`config.mk`:
```
export PLATFORM = sky130hd
export DESIGN_NAME = gat_feat_reader_flat
export DESIGN_NICKNAME = d
export VERILOG_FILES = /design/src/rtl/gat_feat_reader_pkg.sv /design/src/rtl/gat_feat_reader_if.sv /design/src/rtl/gat_feat_reader_rd_fifo.sv /design/src/rtl/gat_feat_reader.sv /design/src/flat_wrapper.sv
export SDC_FILE = /design/constraint.sdc
export NUM_CORES = 1
export LEC_CHECK = 0
export CORE_MARGIN = 2
export CORE_UTILIZATION = 51
export CTS_CLUSTER_SIZE = 10
export DETAILED_ROUTE_END_ITERATION = 10
export GPL_ROUTABILITY_DRIVEN = 0
export GPL_TIMING_DRIVEN = 0
export PLACE_DENSITY_LB_ADDON = 0.3
export SLEW_MARGIN = 20
export SYNTH_ARGS = -nofsm -noshare
export SYNTH_HDL_FRONTEND = slang
export SYNTH_SLANG_ARGS = --single-unit
export TNS_END_PERCENT = 10
```
`constraint.sdc`:
```
create_clock -name clk -period 2.6 [get_ports clk]
set_input_delay 0.52 -clock clk [delete_from_list [all_inputs] [get_ports clk]]
set_output_delay 0.52 -clock clk [all_outputs]
set_load 0.02 [all_outputs]
```
`src/rtl/gat_feat_reader_pkg.sv`:
```
// Shared sizing, state encoding and helpers for the feature readback engine.
// Optional build macro used by the top: FEAT_READER_PERF_EN.
package gat_feat_reader_pkg;

    localparam int NEW_FEATURE_WIDTH  = 32;
    localparam int NUM_SUBGRAPHS      = 2708;
    localparam int NUM_FEATURE_OUT    = 16;
    localparam int NEW_FEATURE_DEPTH  = NUM_SUBGRAPHS * NUM_FEATURE_OUT;
    localparam int NEW_FEATURE_ADDR_W = $clog2(NEW_FEATURE_DEPTH);
    localparam int RD_LATENCY         = 2;
    localparam int FIFO_DEPTH         = 4;

    typedef enum logic [1:0] {IDLE, RUN, DRAIN, DONE} rd_state_e;

    // BRAM port B is byte addressed; words sit on 4-byte boundaries.
    function automatic logic [NEW_FEATURE_ADDR_W+1:0] word_to_byte(
        input logic [NEW_FEATURE_ADDR_W-1:0] w);
        return {w, 2'b00};
    endfunction

endpackage

```
`src/rtl/gat_feat_reader_if.sv`:
```
// AXI4-Stream bundle carrying readback words towards the host DMA.
interface gat_feat_reader_if #(
    parameter int W = 32
);
    logic [W-1:0] tdata;
    logic         tvalid;
    logic         tready;
    logic         tlast;

    modport master (output tdata, output tvalid, output tlast, input tready);
    modport slave  (input tdata, input tvalid, input tlast, output tready);
endinterface

```
`src/rtl/gat_feat_reader_rd_fifo.sv`:
```
// Small synchronous FIFO with occupancy count; head word is always visible.
module gat_feat_rd_fifo #(
    parameter int W     = 33,
    parameter int DEPTH = 4
) (
    input  logic                     clk,
    input  logic                     rst_n,
    input  logic                     push,
    input  logic [W-1:0]             din,
    input  logic                     pop,
    output logic [W-1:0]             dout,
    output logic [$clog2(DEPTH):0]   count,
    output logic                     empty,
    output logic                     full
);
    localparam int PW = $clog2(DEPTH);

    logic [DEPTH-1:0][W-1:0] mem_q, mem_d;
    logic [PW-1:0]           wr_q, wr_d, rd_q, rd_d;
    logic [PW:0]             cnt_q, cnt_d;

    // Next-state for storage, pointers and count; push+pop leaves count unchanged.
    always_comb begin
        mem_d = mem_q;
        wr_d  = wr_q;
        rd_d  = rd_q;
        cnt_d = cnt_q;
        if (push) begin
            mem_d[wr_q] = din;
            wr_d        = wr_q + 1'b1;
        end
        if (pop) rd_d = rd_q + 1'b1;
        if (push && !pop) cnt_d = cnt_q + 1'b1;
        else if (!push && pop) cnt_d = cnt_q - 1'b1;
    end

    // State registers, cleared asynchronously.
    always_ff @(posedge clk or negedge rst_n) begin
        if (!rst_n) begin
            mem_q <= '0;
            wr_q  <= '0;
            rd_q  <= '0;
            cnt_q <= '0;
        end else begin
            mem_q <= mem_d;
            wr_q  <= wr_d;
            rd_q  <= rd_d;
            cnt_q <= cnt_d;
        end
    end

    assign dout  = mem_q[rd_q];
    assign count = cnt_q;
    assign empty = (cnt_q == '0);
    assign full  = (cnt_q == (PW+1)'(DEPTH));

    // The credit scheme upstream must never push into a full FIFO without a pop.
    a_no_overflow: assert property (@(posedge clk) disable iff (!rst_n) !(push && full && !pop));

endmodule

```
`src/rtl/gat_feat_reader.sv`:
```
// Feature BRAM readback engine: issues byte addresses on port B, absorbs the
// fixed read latency through a valid pipe and streams words out over AXI4-Stream.
// Optional: define FEAT_READER_PERF_EN to get a per-transfer cycle counter.
module gat_feat_reader
    import gat_feat_reader_pkg::*;
(
    input  logic                          clk,
    input  logic                          rst_n,
    input  logic                          start,
    input  logic [NEW_FEATURE_ADDR_W-1:0] base_word,
    input  logic [NEW_FEATURE_ADDR_W:0]   num_words,
    output logic                          busy,
    output logic                          done,
    output logic                          err,
    output logic [NEW_FEATURE_ADDR_W+1:0] feat_bram_addrb,
    input  logic [NEW_FEATURE_WIDTH-1:0]  feat_bram_dout,
    gat_feat_reader_if.master             m_axis,
    output logic [31:0]                   perf_cycles
);
    localparam int AW = NEW_FEATURE_ADDR_W;
    localparam int CW = $clog2(FIFO_DEPTH) + 1;

    rd_state_e             state_q, state_d;
    logic [AW-1:0]         word_idx_q, word_idx_d;
    logic [AW:0]           issue_left_q, issue_left_d;
    logic [AW:0]           num_q, num_d;
    logic [AW:0]           push_cnt_q, push_cnt_d;
    logic [AW+1:0]         addrb_q, addrb_d;
    logic [RD_LATENCY-1:0] vld_pipe_q, vld_pipe_d;
    logic                  busy_q, busy_d, done_q, done_d, err_q, err_d;

    logic [CW-1:0]              fifo_cnt;
    logic [NEW_FEATURE_WIDTH:0] fifo_din, fifo_dout;
    logic                       fifo_empty, fifo_full;
    logic                       issue, push, pop, range_bad, accept;
    logic [AW+1:0]              end_word;
    logic [CW:0]                occupancy;

    // Words already committed (in FIFO or still in the BRAM pipe) bound new issues.
    always_comb begin
        end_word  = {2'b00, base_word} + {1'b0, num_words};
        range_bad = end_word > (AW+2)'(NEW_FEATURE_DEPTH);
        accept    = (state_q == IDLE) && start && !range_bad;
        occupancy = {1'b0, fifo_cnt} + (CW+1)'($countones(vld_pipe_q));
        issue     = (state_q == RUN) && (occupancy < (CW+1)'(FIFO_DEPTH));
        push      = vld_pipe_q[RD_LATENCY-1];
        pop       = m_axis.tvalid && m_axis.tready;
        fifo_din  = {push_cnt_q == num_q - 1'b1, feat_bram_dout};
    end

    // Transfer sequencing, address issue and valid-pipe shifting.
    always_comb begin
        state_d      = state_q;
        word_idx_d   = word_idx_q;
        issue_left_d = issue_left_q;
        num_d        = num_q;
        push_cnt_d   = push ? push_cnt_q + 1'b1 : push_cnt_q;
        addrb_d      = addrb_q;
        busy_d       = busy_q;
        done_d       = 1'b0;
        err_d        = 1'b0;
        vld_pipe_d   = vld_pipe_q << 1;
        vld_pipe_d[0] = issue;
        case (state_q)
            IDLE: begin
                if (start && range_bad) begin
                    err_d = 1'b1;
                end else if (start) begin
                    busy_d       = 1'b1;
                    word_idx_d   = base_word;
                    issue_left_d = num_words;
                    num_d        = num_words;
                    push_cnt_d   = '0;
                    if (num_words == '0) begin
                        state_d = DONE;
                        done_d  = 1'b1;
                    end else begin
                        state_d = RUN;
                    end
                end
            end
            RUN: begin
                if (issue) begin
                    addrb_d      = word_to_byte(word_idx_q);
                    word_idx_d   = word_idx_q + 1'b1;
                    issue_left_d = issue_left_q - 1'b1;
                    if (issue_left_q == (AW+1)'(1)) state_d = DRAIN;
                end
            end
            DRAIN: begin
                // Finish as the last beat handshakes so done lands right after it.
                if (vld_pipe_q == '0 &&
                    (fifo_cnt == '0 || (fifo_cnt == CW'(1) && pop))) begin
                    state_d = DONE;
                    done_d  = 1'b1;
                end
            end
            DONE: begin
                state_d = IDLE;
                busy_d  = 1'b0;
            end
            default: state_d = IDLE;
        endcase
    end

    // FSM state and registered control outputs.
    always_ff @(posedge clk or negedge rst_n) begin
        if (!rst_n) begin
            state_q      <= IDLE;
            word_idx_q   <= '0;
            issue_left_q <= '0;
            num_q        <= '0;
            push_cnt_q   <= '0;
            addrb_q      <= '0;
            vld_pipe_q   <= '0;
            busy_q       <= 1'b0;
            done_q       <= 1'b0;
            err_q        <= 1'b0;
        end else begin
            state_q      <= state_d;
            word_idx_q   <= word_idx_d;
            issue_left_q <= issue_left_d;
            num_q        <= num_d;
            push_cnt_q   <= push_cnt_d;
            addrb_q      <= addrb_d;
            vld_pipe_q   <= vld_pipe_d;
            busy_q       <= busy_d;
            done_q       <= done_d;
            err_q        <= err_d;
        end
    end

    gat_feat_rd_fifo #(
        .W     (NEW_FEATURE_WIDTH + 1),
        .DEPTH (FIFO_DEPTH)
    ) u_fifo (
        .clk   (clk),
        .rst_n (rst_n),
        .push  (push),
        .din   (fifo_din),
        .pop   (pop),
        .dout  (fifo_dout),
        .count (fifo_cnt),
        .empty (fifo_empty),
        .full  (fifo_full)
    );

    assign m_axis.tvalid   = !fifo_empty;
    assign m_axis.tdata    = fifo_dout[NEW_FEATURE_WIDTH-1:0];
    assign m_axis.tlast    = fifo_dout[NEW_FEATURE_WIDTH] && !fifo_empty;
    assign feat_bram_addrb = addrb_q;
    assign busy            = busy_q;
    assign done            = done_q;
    assign err             = err_q;

`ifdef FEAT_READER_PERF_EN
    logic [31:0] perf_cnt_q, perf_cnt_d, perf_q, perf_d;

    // Saturating busy-cycle count, published when the transfer completes.
    always_comb begin
        perf_cnt_d = perf_cnt_q;
        if (accept) perf_cnt_d = '0;
        else if (busy_q && perf_cnt_q != '1) perf_cnt_d = perf_cnt_q + 1'b1;
        perf_d = (state_q == DONE) ? perf_cnt_d : perf_q;
    end

    // Perf counter registers.
    always_ff @(posedge clk or negedge rst_n) begin
        if (!rst_n) begin
            perf_cnt_q <= '0;
            perf_q     <= '0;
        end else begin
            perf_cnt_q <= perf_cnt_d;
            perf_q     <= perf_d;
        end
    end

    assign perf_cycles = perf_q;
`else
    assign perf_cycles = '0;
`endif

endmodule

```
`src/flat_wrapper.sv`:
```
// flat-port wrapper written by rule: the top's interface ports become plain ports
module gat_feat_reader_flat import gat_feat_reader_pkg::*;
  (clk, rst_n, start, base_word, num_words, busy, done, err, feat_bram_addrb, feat_bram_dout, perf_cycles, m_axis_tdata, m_axis_tvalid, m_axis_tlast, m_axis_tready);
  gat_feat_reader_if #(.W(NEW_FEATURE_WIDTH)) m_axis_i ();
  input  logic clk;
  input  logic rst_n;
  input  logic start;
  input  logic [NEW_FEATURE_ADDR_W-1:0] base_word;
  input  logic [NEW_FEATURE_ADDR_W:0] num_words;
  output logic busy;
  output logic done;
  output logic err;
  output logic [NEW_FEATURE_ADDR_W+1:0] feat_bram_addrb;
  input  logic [NEW_FEATURE_WIDTH-1:0] feat_bram_dout;
  output logic [31:0] perf_cycles;
  output wire logic [$bits(m_axis_i.tdata)-1:0] m_axis_tdata;
  output wire logic [$bits(m_axis_i.tvalid)-1:0] m_axis_tvalid;
  output wire logic [$bits(m_axis_i.tlast)-1:0] m_axis_tlast;
  input wire logic [$bits(m_axis_i.tready)-1:0] m_axis_tready;
  assign m_axis_tdata = m_axis_i.tdata;
  assign m_axis_tvalid = m_axis_i.tvalid;
  assign m_axis_tlast = m_axis_i.tlast;
  assign m_axis_i.tready = m_axis_tready;
  gat_feat_reader u_core (.clk(clk), .rst_n(rst_n), .start(start), .base_word(base_word), .num_words(num_words), .busy(busy), .done(done), .err(err), .feat_bram_addrb(feat_bram_addrb), .feat_bram_dout(feat_bram_dout), .m_axis(m_axis_i), .perf_cycles(perf_cycles));
endmodule
```
==> results of run 1 <==
## logic make-up after synthesis
kind of cell	after synthesis	synth area share (%)
AOI/OAI and AO/OA	197	10.3
xor gates and xnor gates	50	3.48
adders and majority gates	38	3.83
buffers and inverters	114	4.69
DFF	229	45.5
muxes	190	19.9
other	1	0.0298
and+or+nand+nor	313	12.2
## Yosys cell counts, drive strengths merged (6+ instances only)
master / instances
nor4: 10
a211oi: 11
clkbuf: 22
and3: 6
nand4: 15
nor3: 18
buf: 64
a22oi: 9
ha: 37
nand2b: 12
xor2: 28
mux2: 152
o21ai: 55
or2: 6
mux4: 33
inv: 28
dfrtp: 229
nand2: 103
a21oi: 56
xnor2: 22
and2: 13
nand3: 24
a21o: 9
or3: 6
o22ai: 9
nor2: 76
## where the power goes
group | internal (uW) | switching [uW] | total [uW]
combinational | 4520 | 4250 | 8770
sequential | 5300 | 1360 | 6650
clock | 1890 | 1350 | 3250
## worst register-to-register path: stages (launching register included)
cell,delay [ns]
dfrtp_1,0.45
buf_2,0.27
inv_1,0.07
ha_1,0.33
a311oi_4,0.54
nor2_1,0.19
nor4_4,0.25
a22oi_2,0.23
buf_4,0.26
a22oi_2,0.14
o21ai_1,0.08
## timing repair
action                     in CTS  in global routing
gates cloned                    2                  2
setup endpoints to repair     127                115
hold endpoints to repair       57                  0
hold buffers                    1                  0
setup buffers                  17                  5
resized for setup             278                 46
pin swaps                      52                 28
## cell type report
cell class	count	area share, %
Tap cell	324	2.53
Timing Repair Buffer	150	9.27
Multi-Input combinational cell	822	43.5
Clock inverter	2	0.101
Sequential cell	229	35.7
Buffer	82	3.81
Inverter	28	0.655
Clock buffer	31	4.43
## layout by cell type, fill, tap and decap left out, types with 7 or more instances in the layout
cell / synthesis / final
o22ai_1: 7 / 7
clkbuf_2: 0 / 7
nor2_1: 76 / 70
clkdlybuf4s15_2: 0 / 12
nor3_1: 18 / 17
xor2_1: 28 / 28
xnor2_1: 22 / 22
ha_4: 0 / 11
inv_1: 27 / 25
o21ai_1: 4 / 15
a22oi_2: 1 / 8
mux2_2: 148 / 133
o21ai_0: 49 / 28
buf_6: 1 / 10
nand2_1: 103 / 102
nand3_1: 23 / 23
mux2_4: 2 / 19
clkbuf_16: 0 / 27
conb_1: 1 / 34
buf_2: 10 / 13
mux4_2: 33 / 33
buf_1: 15 / 9
buf_4: 38 / 56
ha_1: 37 / 25
a21oi_1: 55 / 50
o21ai_2: 2 / 10
a21o_1: 9 / 9
nand4_1: 15 / 15
clkbuf_1: 22 / 14
dfrtp_1: 229 / 227
buf_12: 0 / 10
clkdlybuf4s50_1: 0 / 54
dlygate4sd2_1: 0 / 31
and2_1: 13 / 13
nand2b_1: 12 / 9
## sequential cells by signal (all words and copies together), names as in the netlist
name	count
u_core.u_fifo.wr_q	2
u_core.word_idx_q	16
u_core.issue_left_q	17
u_core.push_cnt_q	17
u_core.feat_bram_addrb	16
u_core.u_fifo.rd_q	2
u_core.u_fifo.count	3
u_core.num_q	17
u_core.err	1
u_core.u_fifo.mem_q	132
u_core.vld_pipe_q	2
u_core.done	1
u_core.busy	1
u_core.state_q	2
## worst paths after layout
| kind | from | end | slack [ns] | cells past startpoint |
|---|---|---|---|---|
| min in group asynchronous | rst_n | u_core.u_fifo.mem_q[4] | 0.54 | 2 |
| worst min register to register | u_core.vld_pipe_q[0] | u_core.vld_pipe_q[1] | 0.42 | 0 |
| worst max register to register | u_core.vld_pipe_q[1] | u_core.word_idx_q[3] | -0.34 | 10 |
| worst min-delay path | num_words[1] | u_core.num_q[1] | 0.29 | 3 |
| max in group asynchronous | rst_n | u_core.u_fifo.rd_q[0] | 1.22 | 3 |
| worst max-delay path | num_words[0] | u_core.state_q[1] | -0.44 | 15 |
## per-stage QoR
step | total power, uW | instance area, um2 | hold slack, ns
6_report | 18700 | 16000 | 0.286
2_1_floorplan | 12100 | 12800 | 0.224
3_5_place_dp | 14900 | 14500 | 0.396
5_1_grt | 19800 | 16000 | 0.276
3_3_place_gp | 14600 | 14500 | 0.399
4_1_cts | 18600 | 15900 | 0.305
## layer usage
layer | share of wire (%) | GRT usage, %
met5 | 0 | 0
met4 | 2.6 | 7.26
met3 | 5.7 | 2.85
met2 | 49 | 40.7
met1 | 43 | 32.7
==> impl_metrics.ini, run 1 <==
[status]
status = finished, violations left
violations = setup timing

[die]
initial_core_util_pct = 51.9
die_w_um = 161
row_count = 57
io_pins = 156
die_area_um2 = 26000
core_area_um2 = 24200
die_h_um = 161

[clock_tree]
cts_max_level = 1
insertion_delay_ns = 0.53
numCtsBuffers = 27
cts_root_buf = clkbuf_16
path_clk_slew_ns = 0.06
cts_tree = built
clk_path_buf_depth = 3
cts.sink_count = 229

[sta]
rsz0062_at_grt = true
layout_setup_ws_ns = -0.444
setup_viol = 82
slew_violations = 0
slew_headroom_pct = 53.6
finalHoldViolCount = 0
final.setup_skew_ns = 0.0205
worst_pin_slew_ns = 0.696
layout_min_cycle_time_ns = 3.04
fmax_ghz = 0.328
final.setup.tns_ns = -23.60
fin_crit_sh_pct = 117

[power]
ir_drop_mv = 0.709
power-per-cell-area_nw_per_um2 = 1160
leakage_uw = 0.00686

[synthesis]
synth_top_area_share_pct = 45.5
synth-edff-count = 0
synth-async-reset-ratio_pct = 100
avgSynthCellArea_um2 = 11.1
syn-cell-area_um2 = 12600
synth_area_leaders = dfrtp_1, mux2_2, mux4_2, ha_1, nand2_1
yosysSeqAreaShare_pct = 45.5
yosysWarningCount = 0
synth_top_area_cell = dfrtp_1
ys_types = 82
synth-main-ff-cell = dfrtp_1
syn_inst = 1132
ys_ff_latch = 229

[place]
dp_slack_ns = -1.65
dp_hpwl_um = 20800
dp_cells = 1612
io_buffers = 121

[final_layout]
postLayoutCoreUtil_pct = 66.2
stdcell_count = 1668
regArea_um2 = 5730
drive_gt1_share_pct = 32.1
syn_to_final_growth_pct = 27.3
antenna_cells_inserted = 0
multi_input_area_um2 = 6970
fin_nets = 1447
fill_cells = 1823

[detailed_routing]
drt_pre_antenna_iters = 5
first_iter_violations = 635
ant_nets = 0
drc = 0
vias = 9590
vias_per_cell = 5.75
wl_per_cell_um = 18.6
wl_um = 31000

[critical_path]
cp_cell_sequence = buf_12, ha_4, inv_2, fa_2, nand3b_1, nor4_2, a21oi_1, o311ai_1, a31oi_1, o221a_2, o21ai_4, buf_6, nand3_4, mux2_4, a221oi_2
cp-end-kind = flop
critPathMaxFanout = 4
crit_arrival_ns = 3.48
critPathTopFamily = compound AO/OA/AOI/OAI gates
critPathLaunchType = input port
cp.required_ns = 3.04
crit_buf_inv = 3
cpPeakStageDelay_ns = 0.54
crit_type = input port to flop
crit_slowest_cell = fa_2

[grt]
grt_max_degree = 103
grt_antenna_before_repair = 0
grt_pass1_wl_um = 50400
grtUsageTotal_pct = 24.0
grt_overflow = 0
first_global_vias = 9614

[job]
maxCapViolations = 0

[min_path]
holdCritPathClass = input port to flop
Note: power is estimated with default switching activity, not from simulation.
==> run 2, diff against run 1 <==
Settings changed: CORE_MARGIN 2 to 1, GPL_TIMING_DRIVEN 0 to default.
==> run 2 against run 1 <==
  * The flow still finishes with violations (setup timing)
  * Wire length up 2.3%
  * Clock skew down 0.0028 ns
  * Sequential power about the same
  * Global-route usage up 1.5 points
  * Power down 0.30%
  * Critical path type unchanged
  * Highest routed layer unchanged
==> impl_metrics.ini, run 2 (synthesized netlist as in run 1, its figures left out) <==
[status]
status = finished, violations left
violations = setup timing

[critical_path]
rr_worst_depth = 11
crit_type = input port to flop
cpPeakStageDelay_ns = 0.38
critical_path.endpoint = u_core.word_idx_q[6]
r2r_slack_ns = -0.04
r2r_start = u_core.num_q[1]
r2r-end = u_core.u_fifo.mem_q[131]
critPathLaunchType = input port
crit_slowest_cell = fa_2
critPathMaxFanout = 11
cp_cell_sequence = buf_2, inv_1, fa_2, nand2b_4, a21oi_4, o22ai_4, buf_6, xor2_1, a31oi_1, o221a_2, o22ai_4, buf_12, buf_16, and2_4, buf_12, a221o_1
cp.required_ns = 3.00
crit_arrival_ns = 3.40
cp-end-kind = flop
cp-startpoint = num_words[1]

[final_layout]
mostFrequentLayoutCells = dfrtp_1, mux2_2, buf_4, nand2_1, nor2_1
antenna_cells_inserted = 0
stdcell_count = 1706
top_register = u_core.u_fifo.mem_q
largest_reg_flops = 132
layout_commonest_cell = dfrtp_1
drive_gt1_share_pct = 36.4
postLayoutCoreUtil_pct = 67.4
fin_nets = 1483
syn_to_final_growth_pct = 29.8

[sta]
fmax_ghz = 0.334
finalHoldViolCount = 0
worst_pin_slew_ns = 0.609
setup_viol = 79
slew_violations = 0
layout_setup_ws_ns = -0.396
final.setup.tns_ns = -18.70
layout_min_cycle_time_ns = 3.00
fin_crit_sh_pct = 115
rsz0062_at_grt = true
slew_headroom_pct = 59.4
final.setup_skew_ns = 0.0177

[clock_tree]
cts.sink_count = 229
cts_tree = built
insertion_delay_ns = 0.53
path_clk_slew_ns = 0.06
cts_max_level = 1
clk_path_buf_depth = 3
numCtsBuffers = 27
cts_root_buf = clkbuf_16

[die]
initial_core_util_pct = 51.9
die_area_um2 = 25300
io_pins = 156
row_count = 57
die_w_um = 159
core_area_um2 = 24200
die_h_um = 159

[grt]
grt_pass1_wl_um = 52300
first_global_vias = 9957
grt_max_degree = 78
grtUsageTotal_pct = 25.5
grt_overflow = 0
grt_antenna_before_repair = 0

[detailed_routing]
wl_per_cell_um = 18.6
drc = 0
wl_um = 31700
drt_pre_antenna_iters = 5
ant_nets = 0
vias = 9726
first_iter_violations = 596
vias_per_cell = 5.70

[place]
dp_hpwl_um = 21700
dp_cells = 1652
io_buffers = 121
dp_slack_ns = -1.41

[power]
leakage_uw = 0.00710
ir_drop_mv = 0.610
power-per-cell-area_nw_per_um2 = 1140

[min_path]
holdCritPathClass = input port to flop

[job]
maxCapViolations = 0
[run 2: cell types whose count changed in the layout (fill, tap and decap cells not counted), moves of 4 or more]
cell	previous run	this run
buf_4	56	122
ha_1	25	21
clkdlybuf4s15_1	6	2
ha_4	11	15
clkbuf_2	7	16
buf_1	9	0
dlygate4sd2_1	31	19
nor4_1	5	9
clkbuf_1	14	3
clkdlybuf4s15_2	12	7
[run 2: where the power goes]
part / internal (uW) / switching [uW]
logic: 4490 / 4200
clock network: 1930 / 1370
registers: 5300 / 1330
total: 11700 / 6900
[run 2: final cells by class]
cell class | count | area [um2]
inverters | 28 | 105
clock buffers | 33 | 728
clock inverters | 2 | 13.8
repair buffers | 268 | 2390
fillers | 1808 | 7910
well taps | 324 | 405
multi-input cells | 822 | 6970
flip-flops and latches | 229 | 5730
[run 2: worst min-delay path by stage]
stage / start / end / slack [ns] / depth (start not counted)
2_1_floorplan: rst_n / u_core.busy / 0.22 / 0
3_3_place_gp: u_core.vld_pipe_q[0] / u_core.vld_pipe_q[1] / 0.40 / 0
3_5_place_dp: u_core.vld_pipe_q[0] / u_core.vld_pipe_q[1] / 0.40 / 0
4_1_cts: base_word[0] / u_core.word_idx_q[0] / 0.32 / 3
5_1_grt: base_word[0] / u_core.word_idx_q[0] / 0.36 / 3
6_report: base_word[0] / u_core.word_idx_q[0] / 0.31 / 3
[run 2: stage by stage]
stage | hold slack [ns] | total power, uW | cell area (um2)
after floorplan | 0.224 | 12100 | 12800
after global placement | 0.397 | 15000 | 15100
after detailed placement | 0.399 | 15400 | 15100
after CTS | 0.318 | 18800 | 16400
after global routing | 0.359 | 19800 | 16300
final | 0.314 | 18600 | 16300
[run 2: timing repair]
item	CTS	global route
resized for setup	229	52
buffers inserted	14	3
hold endpoints to repair	2	0
cloned	1	0
setup endpoints to repair	109	108
hold buffers	1	0
pin swaps	36	18
[run 2: worst max-delay path, delay by kind of cell]
kind / cells / cell delay, ns
AO/OA/AOI/OAI: 6 / 1.22
XOR/XNOR: 1 / 0.13
adder cells (fa/ha/maj): 1 / 0.38
buffers and inverters: 6 / 0.79
AND/OR/NAND/NOR: 2 / 0.34
[run 2: metal layers]
metal	track usage, %	vias up	share of wire, %
met5	0	-	0
met3	3.57	73	5.6
met2	41.4	315	47
met1	34.9	4809	44
met4	9.75	0	3.7
li1	-	4529	-
